## src/rtl/countdown_sequencer.sv

```systemverilog
// -----------------------------------------------------------------------------
// countdown_sequencer
//   Loadable down-counting step sequencer. A start in IDLE loads N steps; the
//   block then issues one step strobe per non-held RUN cycle until the count
//   is exhausted, and holds done until the consumer acknowledges it.
//
// Ports
//   clk         rising-edge clock
//   reset       asynchronous active-low reset
//   start       load request, honoured only in IDLE
//   load_value  step count N to issue
//   hold        freeze RUN for this cycle
//   abort       cancel RUN, back to IDLE without done
//   done_ack    acknowledge of done
//   step        step strobe (combinational from state and hold/abort)
//   busy        state is RUN
//   done        state is DONE
//   remaining   steps still to issue (registered)
// -----------------------------------------------------------------------------
module countdown_sequencer #(
    parameter int unsigned WIDTH = 3
) (
    input  logic             clk,
    input  logic             reset,
    input  logic             start,
    input  logic [WIDTH-1:0] load_value,
    input  logic             hold,
    input  logic             abort,
    input  logic             done_ack,
    output logic             step,
    output logic             busy,
    output logic             done,
    output logic [WIDTH-1:0] remaining
);

    localparam int unsigned STATE_W = 2;
    localparam logic [STATE_W-1:0] S_IDLE = 2'b00;
    localparam logic [STATE_W-1:0] S_RUN  = 2'b01;
    localparam logic [STATE_W-1:0] S_DONE = 2'b10;

    logic [STATE_W-1:0] state_q;
    logic [STATE_W-1:0] state_d;
    logic [WIDTH-1:0]   remaining_q;
    logic [WIDTH-1:0]   remaining_d;
    logic [WIDTH-1:0]   dec_sum;

    // Ripple-carry decrement: remaining + all-ones with carry-in 0.
    // Carry-out is discarded; RUN never decrements from zero.
    always_comb begin
        logic carry;
        carry   = 1'b0;
        dec_sum = '0;
        for (int i = 0; i < int'(WIDTH); i++) begin
            dec_sum[i] = remaining_q[i] ^ 1'b1 ^ carry;
            carry      = remaining_q[i] | carry;
        end
    end

    // State and count registers.
    always_ff @(posedge clk or negedge reset) begin
        if (!reset) begin
            state_q     <= S_IDLE;
            remaining_q <= '0;
        end else begin
            state_q     <= state_d;
            remaining_q <= remaining_d;
        end
    end

    // Next-state and next-count logic.
    always_comb begin
        state_d     = state_q;
        remaining_d = remaining_q;
        case (state_q)
            S_IDLE: begin
                if (start) begin
                    remaining_d = load_value;
                    state_d     = (load_value != '0) ? S_RUN : S_DONE;
                end
            end
            S_RUN: begin
                if (abort) begin
                    state_d     = S_IDLE;
                    remaining_d = '0;
                end else if (!hold) begin
                    remaining_d = dec_sum;
                    if (remaining_q == WIDTH'(1)) begin
                        state_d = S_DONE;
                    end
                end
            end
            S_DONE: begin
                if (done_ack) begin
                    state_d = S_IDLE;
                end
            end
            default: begin
                // Illegal encoding recovers to IDLE with a cleared count.
                state_d     = S_IDLE;
                remaining_d = '0;
            end
        endcase
    end

    // Output decode.
    always_comb begin
        step = 1'b0;
        busy = 1'b0;
        done = 1'b0;
        if (state_q == S_RUN) begin
            busy = 1'b1;
            step = ~hold & ~abort;
        end
        if (state_q == S_DONE) begin
            done = 1'b1;
        end
    end

    assign remaining = remaining_q;

endmodule

```

## config.mk

```make
export PLATFORM = sky130hd
export DESIGN_NAME = countdown_sequencer
export DESIGN_NICKNAME = d
export VERILOG_FILES = /design/src/rtl/countdown_sequencer.sv
export SDC_FILE = /design/constraint.sdc
export NUM_CORES = 1
export LEC_CHECK = 0
export CAP_MARGIN = 0
export CORE_AREA = 2 2 39 41
export CTS_BUF_LIST = sky130_fd_sc_hd__clkbuf_16
export DETAILED_ROUTE_END_ITERATION = 7
export DIE_AREA = 0 0 41 43
export SKIP_LAST_GASP = 1
export SLEW_MARGIN = 20
export SYNTH_ARGS = -nofsm -noshare
export SYNTH_HDL_FRONTEND = slang
export SYNTH_SLANG_ARGS = --single-unit
export TNS_END_PERCENT = 10
```

## constraint.sdc

```tcl
create_clock -name clk -period 3.4 [get_ports clk]
set_input_delay 1.02 -clock clk [delete_from_list [all_inputs] [get_ports clk]]
set_output_delay 1.02 -clock clk [all_outputs]
set_load 0.03 [all_outputs]
```

==> summary.md, run 1 <==
| Metric | Value |
|---|---|
| Vias in the first global route | `roughly 350` |
| Post-synthesis xor/xnor area fraction | `0%` |
| CTS Sinks | `5` |
| Pwr Density | `~1000 nW/um2` |
| Largest net degree at the start of global routing | `11` |
| #FFs+latches synth | `5` |
| Max-Cap Viols | `0` |
| # fillers | `140` |
| Fin. Hold Viols | `0` |
| Comb power frac | `a little under half` |
| Crit start category | `input pin` |
| Worst path max stage delay | `between 400 and 500 ps` |
| Floorplan core area | `roughly 1400 um2` |
| Vias | `376` |
| Clock Skew | `1.45 ps` |
| Simple-gate share of the synthesized area | `about a quarter` |
| Min Tclk post-route | `approximately 3100 ps` |
| Post-DR vias/cell | `5.08` |
| Worst setup slack after layout | `between 200 and 300 ps` |
| Layout Nets | `70` |
| Synthesis-to-finish area growth | `55.0%` |
| # diodes | `0` |
| Largest family of logic cells by synthesized area | `compound AO/OA/AOI/OAI gates` |
| Clock root cell | `clkbuf_16` |
| Pre-CTS setup slack | `~270 ps` |
| Wire length of the first global-routing pass | `about 1500 um` |
| Post-synthesis mux area share | `approximately 2.5%` |
| Post CTS Setup Buffer Count | `0` |
| H-tree level count | `1` |
| Clock-pin slew on the worst setup and hold paths | `30 ps` |
| Syn Nets | `52` |
| Post-CTS Hold Fix Bufs | `0` |
| CTS resizes | `0` |
| Core Rows | `14` |
| Setup violators final | `0` |
| Synth warn | `0` |
| Flop pwr share | `a little over a fifth` |
| Layout cells sized above 1 | `a little under a fifth` |
| Setup TNS | `0 ps` |
| CTS tree | `yes` |
| Synth Area in Compound Gates | `approximately a quarter` |
| Worst VDD drop | `0.000412 V` |
| Unrepaired setup endpoints after global routing | `false` |
| P_sw | `235 uW` |
| CP required | `roughly 2400 ps` |
| PortBufs | `14` |
| Post-synth cell types | `25` |
| DIE HEIGHT | `~43 um` |
| Antenna viol nets, final | `0` |
| GR Overflow Total | `0` |
| CTS Buf Count | `3` |
| Fin util | `between 40% and 50%` |
| Clock share of power | `a little under a third` |
| Worst Tran Pin Value | `360 ps` |
| Num ports | `15` |
| Rel. slew slack | `between 70% and 80%` |
| Post-Syn Instances | `41` |
| Crit-path leading delay family | `buffers and inverters` |
| Initial Util | `between 20% and 30%` |
| Crit-path max FO | `4` |
| Post-Syn Area | `403 um2` |
| Final-report max-slew violation count | `0` |
| Clock Latency Late Sink | `approximately 230 ps` |
| Die X | `about 41 um` |
| Net Sw Frac | `between 30% and 40%` |
| Drt drc | `0` |
| Sequential-to-total area share from yosys stat | `a little under a third` |
| Buf/Inv on CP | `2` |
| Crit path capture type | `output pin` |
| Cell Chain, Critical Path | `clkdlybuf4s50_1 -> or3b_4 -> nor2_1 -> buf_4` |
| Avg Inst Size Synth | `between 9 and 10 um2` |
| CP Data Arrival Time | `roughly 2100 ps` |
| Hold crit path type | `register to register` |
| Fin crit share | `between 90% and 100%` |
| Initial antenna violation count | `0` |
| F_max | `around 320 MHz` |
| Status | `finished, final reports clean` |
| DRT iter0 DRCs | `12` |
| Synthesized-area fraction occupied by adder cells | `6.21%` |
| Gr usage total | `13.0%` |
| Die area | `~1800 um2` |
| Routability congestion estimate | `approximately 0.74` |
| Wire length per cell | `around 13 um` |
| 1st-pass router iterations | `4` |
| Crit Path Class | `input pin to output pin` |
| Max Buffers Root-to-Sink | `2` |
| P_int | `just under 400 uW` |
| LEAKAGE | `around 0.27 nW` |
| Slowest CP cell | `clkdlybuf4s50_1` |
| Hpwl dp | `~720 um` |
| Total wire length | `slightly below 1000 um` |
[synth_stat cells]
library cell	number	area [um2]
and2b_1	1	7.51
nand2_1	1	3.75
buf_6	2	22.5
inv_1	5	18.8
or3b_4	1	11.3
ha_1	2	25.0
a22oi_1	1	7.51
nor2_1	3	11.3
a21oi_1	1	5.00
o22ai_1	2	12.5
dfrtp_1	5	125
nor2b_4	1	13.8
o32ai_2	1	16.3
a221o_2	1	11.3
nor2b_1	1	6.26
o32ai_1	1	8.76
nor3_1	1	5.00
mux2i_1	1	10.0
a2bb2oi_1	1	8.76
nand2b_1	1	6.26
and2b_2	2	17.5
o2bb2ai_1	3	26.3
o31ai_1	1	7.51
nor4b_1	1	8.76
nor4_1	1	6.26
[area by class of cell]
class | count | area (um2) | area share (%)
timing repair buffer | 15 | 145 | 23.2
inverter | 5 | 18.8 | 3.01
clock buffer | 3 | 75.1 | 12.0
sequential | 5 | 125 | 20.0
tap | 16 | 20.0 | 3.21
clock inverter | 1 | 3.75 | 0.601
multi-input combinational | 29 | 236 | 37.9
[sequential cells by signal (all words and copies together) (netlist names)]
register   cells
remaining      3
state_q        2
[placed cells by master, fill, tap and decap left out, drive strengths merged, types with 2 or more instances in the layout]
cell,Yosys,final
and2b,3,3
buf,2,2
clkbuf,0,3
clkdlybuf4s50,0,13
dfrtp,5,5
ha,2,2
inv,5,6
nor2,3,3
nor2b,2,2
o22ai,2,2
o2bb2ai,3,3
o32ai,2,2
[power by group through the flow]
stage | combinational (mW) | clock, mW | sequential [mW]
finish | 0.297 | 0.188 | 0.137
global route | 0.316 | 0.198 | 0.142
detailed placement | 0.297 | 0 | 0.135
CTS | 0.299 | 0.190 | 0.135
floorplan | 0.212 | 0 | 0.137
global placement | 0.298 | 0 | 0.136
[per-layer routing]
metal | share of wire, % | global-route usage, % | up-vias
li1 | - | - | 184
met4 | 0.62 | 4.00 | 0
met5 | 0 | 0 | -
met3 | 6.8 | 9.42 | 2
met2 | 45 | 16.9 | 12
met1 | 48 | 16.6 | 178
[logic make-up (layout without fill, tap and decap cells)]
family,after synthesis,after routing
simple gates,14,14
compound gates,12,12
buf+inv,7,24
flops,5,5
fa+ha+maj,2,2
mux,1,1
[through the flow]
step | hold WS (ps) | instance area, um2 | std cells | power [mW]
detailed placement | 511 | 546 | 70 | 0.432
global route | 547 | 624 | 74 | 0.656
floorplan | 572 | 403 | 41 | 0.350
CTS | 522 | 624 | 74 | 0.624
finish | 519 | 624 | 74 | 0.621
global placement | 516 | 546 | 70 | 0.435
[worst paths after layout]
path                              start           end  slack [ps]  depth (start not counted)
max in group asynchronous         reset  remaining[0]        2190                          1
max                               abort          step         270                          4
min                        remaining[1]  remaining[1]         520                          1
min reg2reg                remaining[1]  remaining[1]         520                          1
min in group asynchronous         reset    state_q[0]        1020                          1
max reg2reg                  state_q[0]    state_q[0]        1870                          3
Note: power is estimated with default switching activity, not from simulation.
==> run 2, diff against run 1 <==
--- a/config.mk
+++ b/config.mk
@@ -10,6 +10,7 @@
 export CTS_BUF_LIST = sky130_fd_sc_hd__clkbuf_16
 export DETAILED_ROUTE_END_ITERATION = 7
 export DIE_AREA = 0 0 41 43
+export GPL_ROUTABILITY_DRIVEN = 0
 export SKIP_LAST_GASP = 1
 export SLEW_MARGIN = 20
 export SYNTH_ARGS = -nofsm -noshare
==> results of run 2 <==
The final DEF is identical to that of run 1; final timing and power are the same.
==> run 3, diff against run 2 <==
--- a/config.mk
+++ b/config.mk
@@ -6,10 +6,10 @@
 export NUM_CORES = 1
 export LEC_CHECK = 0
 export CAP_MARGIN = 0
-export CORE_AREA = 2 2 39 41
+export CORE_AREA = 4 4 41 43
 export CTS_BUF_LIST = sky130_fd_sc_hd__clkbuf_16
 export DETAILED_ROUTE_END_ITERATION = 7
-export DIE_AREA = 0 0 41 43
+export DIE_AREA = 0 0 45 47
 export GPL_ROUTABILITY_DRIVEN = 0
 export SKIP_LAST_GASP = 1
 export SLEW_MARGIN = 20
==> summary.md, run 3 (synthesis results as in run 1) <==
| Metric | Value |
|---|---|
| Clock share of power | `30.7% (+0.4 points)` |
| Vias | `363 (-3.5%)` |
| Layout Nets | `70 (unchanged)` |
| Fin crit share | `92.1% (+0.20 points)` |
| Num ports | `15 (unchanged)` |
| Unrepaired setup endpoints after global routing | `false` |
| Pwr Density | `1000 nW/um2 (+0.71%)` |
| Wire length per cell | `13.9 um (+5.8%)` |
| Max-Cap Viols | `0 (unchanged)` |
| CTS Buf Count | `3 (unchanged)` |
| Initial Util | `31.0% (+1.8 points)` |
| Most frequent cells in the layout | `clkdlybuf4s50_1 (13), inv_1 (6), dfrtp_1 (5)` |
| Total wire length | `1010 um (+4.3%)` |
| CTS tree | `yes` |
| GR Overflow Total | `0 (unchanged)` |
| 1st-pass router iterations | `3 (-1)` |
| Die X | `45 um (+9.8%)` |
| Net Sw Frac | `38.2% (+0.38 points)` |
| Crit-path max FO | `4 (unchanged)` |
| Met1 Use GR | `13.6% (-3.0 points)` |
| GRT busiest layer | `met2` |
| CP required | `2380 ps (about the same)` |
| Largest net degree at the start of global routing | `11 (unchanged)` |
| Synthesis-to-finish area growth | `54.7%` |
| Hpwl dp | `764 um (+6.4%)` |
| Multi-input logic area | `236 um2 (unchanged)` |
| CP Data Arrival Time | `2110 ps (about the same)` |
| Worst Tran Pin Value | `349 ps (-11.2 ps)` |
| # diodes | `0 (unchanged)` |
| Rel. slew slack | `76.8% (+0.74 points)` |
| Vias in the first global route | `366 (+3.4%)` |
| Crit Path Class | `input pin to output pin` |
| CTS resizes | `0 (unchanged)` |
| Placed Cells | `69 (-1.4%)` |
| P_int | `386 uW (-0.11%)` |
| Antenna viol nets, final | `0 (unchanged)` |
| Final cell count without fillers | `73 (-1.4%)` |
| Worst VDD drop | `0.000533 V (+29%)` |
| CTS Sinks | `5 (unchanged)` |
| Crit path capture type | `output pin` |
| P_sw | `239 uW (+1.5%)` |
| Post-CTS Hold Fix Bufs | `0 (unchanged)` |
| # fillers | `141 (+0.71%)` |
| Min Tclk post-route | `3130 ps (+6.69 ps)` |
| Initial antenna violation count | `0 (unchanged)` |
| Clock Skew | `2.19 ps (+0.736 ps)` |
| Wire length of the first global-routing pass | `1720 um (+16%)` |
| Commonest non-fill, non-tap cell in the layout | `clkdlybuf4s50_1` |
| Register area | `125 um2 (unchanged)` |
| H-tree level count | `1 (unchanged)` |
| Crit start category | `input pin` |
| Setup TNS | `0 ps (unchanged)` |
| Hold crit path type | `register to register` |
| DRT iter0 DRCs | `3 (-9)` |
| Layout cells sized above 1 | `19.0% (unchanged)` |
| Status | `finished, final reports clean` |
| Met3 Track Usage GR | `4.98% (-4.4 points)` |
| Flop pwr share | `21.7% (-0.3 points)` |
| Grt met2 use | `19.5% (+2.6 points)` |
| Gr usage total | `11.9% (-1.1 points)` |
| F_max | `319 MHz (-0.21%)` |
| Max Buffers Root-to-Sink | `2 (unchanged)` |
| Flip-flop count of the largest register after layout | `3 (unchanged)` |
| PortBufs | `14 (unchanged)` |
| Floorplan core area | `1300 um2 (-6.0%)` |
| DIE HEIGHT | `47 um (+9.3%)` |
| Clock root cell | `clkbuf_16` |
| Clock-pin slew on the worst setup and hold paths | `30 ps (about the same)` |
| Comb power frac | `47.5% (-0.2 points)` |
| Setup violators final | `0 (unchanged)` |
| Die area | `2120 um2 (+20%)` |
| Final-report max-slew violation count | `0 (unchanged)` |
| Clock Latency Late Sink | `230 ps (about the same)` |
| Fin. Hold Viols | `0 (unchanged)` |
| Core Rows | `13 (-1)` |
| LEAKAGE | `0.274 nW (unchanged)` |
| Drt drc | `0 (unchanged)` |
| Post-DR vias/cell | `4.97 (-2.1%)` |
| Post CTS Setup Buffer Count | `0 (unchanged)` |
run 3: cell counts in the layout (fill, tap and decap cells not counted):
No cell type changed its count.
run 3: layer usage:
metal	wire [um]	part of all wire [%]	vias to the layer above
met5	0	0	-
met4	5	0.49	0
met3	47	4.6	2
met2	510	50	9
met1	448	44	164
li1	-	-	188
run 3: worst paths after layout:
path | startpoint | endpoint | slack, ps | depth (start not counted)
worst max-delay path | abort | step | 270 | 4
worst min-delay path | remaining[1] | remaining[1] | 510 | 1
worst max register to register | state_q[0] | state_q[0] | 1900 | 3
worst min register to register | remaining[1] | remaining[1] | 510 | 1
max in group asynchronous | reset | remaining[0] | 2180 | 1
min in group asynchronous | reset | state_q[1] | 1020 | 1
run 3: final cells by class:
| cell class | instances | share of cell area, % |
|---|---|---|
| well taps | 15 | 3.01 |
| flip-flops and latches | 5 | 20.1 |
| inverters | 5 | 3.01 |
| clock inverters | 1 | 0.602 |
| repair buffers | 15 | 23.3 |
| clock buffers | 3 | 12.0 |
| multi-input cells | 29 | 38.0 |
run 3: power groups by stage:
stage               combinational (mW)  sequential, mW  clock (mW)
detailed placement               0.295           0.135           0
CTS                              0.301           0.135       0.194
finish                           0.297           0.136       0.192
floorplan                        0.212           0.137           0
global placement                 0.296           0.137           0
global route                     0.322           0.141       0.201
run 3: critical path, stage by stage:
cell             delay [ps]
clkdlybuf4s50_1         420
or3b_4                  410
nor2_1                  100
buf_4                   160
run 3: per-stage QoR:
| stage | util, % | power, mW | worst slack, ps | hold WS [ps] | instance area, um2 |
|---|---|---|---|---|---|
| 2_1_floorplan | - | 0.350 | 562 | 572 | 403 |
| 3_3_place_gp | 41.8 | 0.432 | 270 | 507 | 544 |
| 3_5_place_dp | 41.8 | 0.430 | 272 | 504 | 544 |
| 4_1_cts | 47.9 | 0.630 | 260 | 516 | 623 |
| 5_1_grt | 47.9 | 0.664 | 196 | 550 | 623 |
| 6_report | 47.9 | 0.625 | 267 | 505 | 623 |
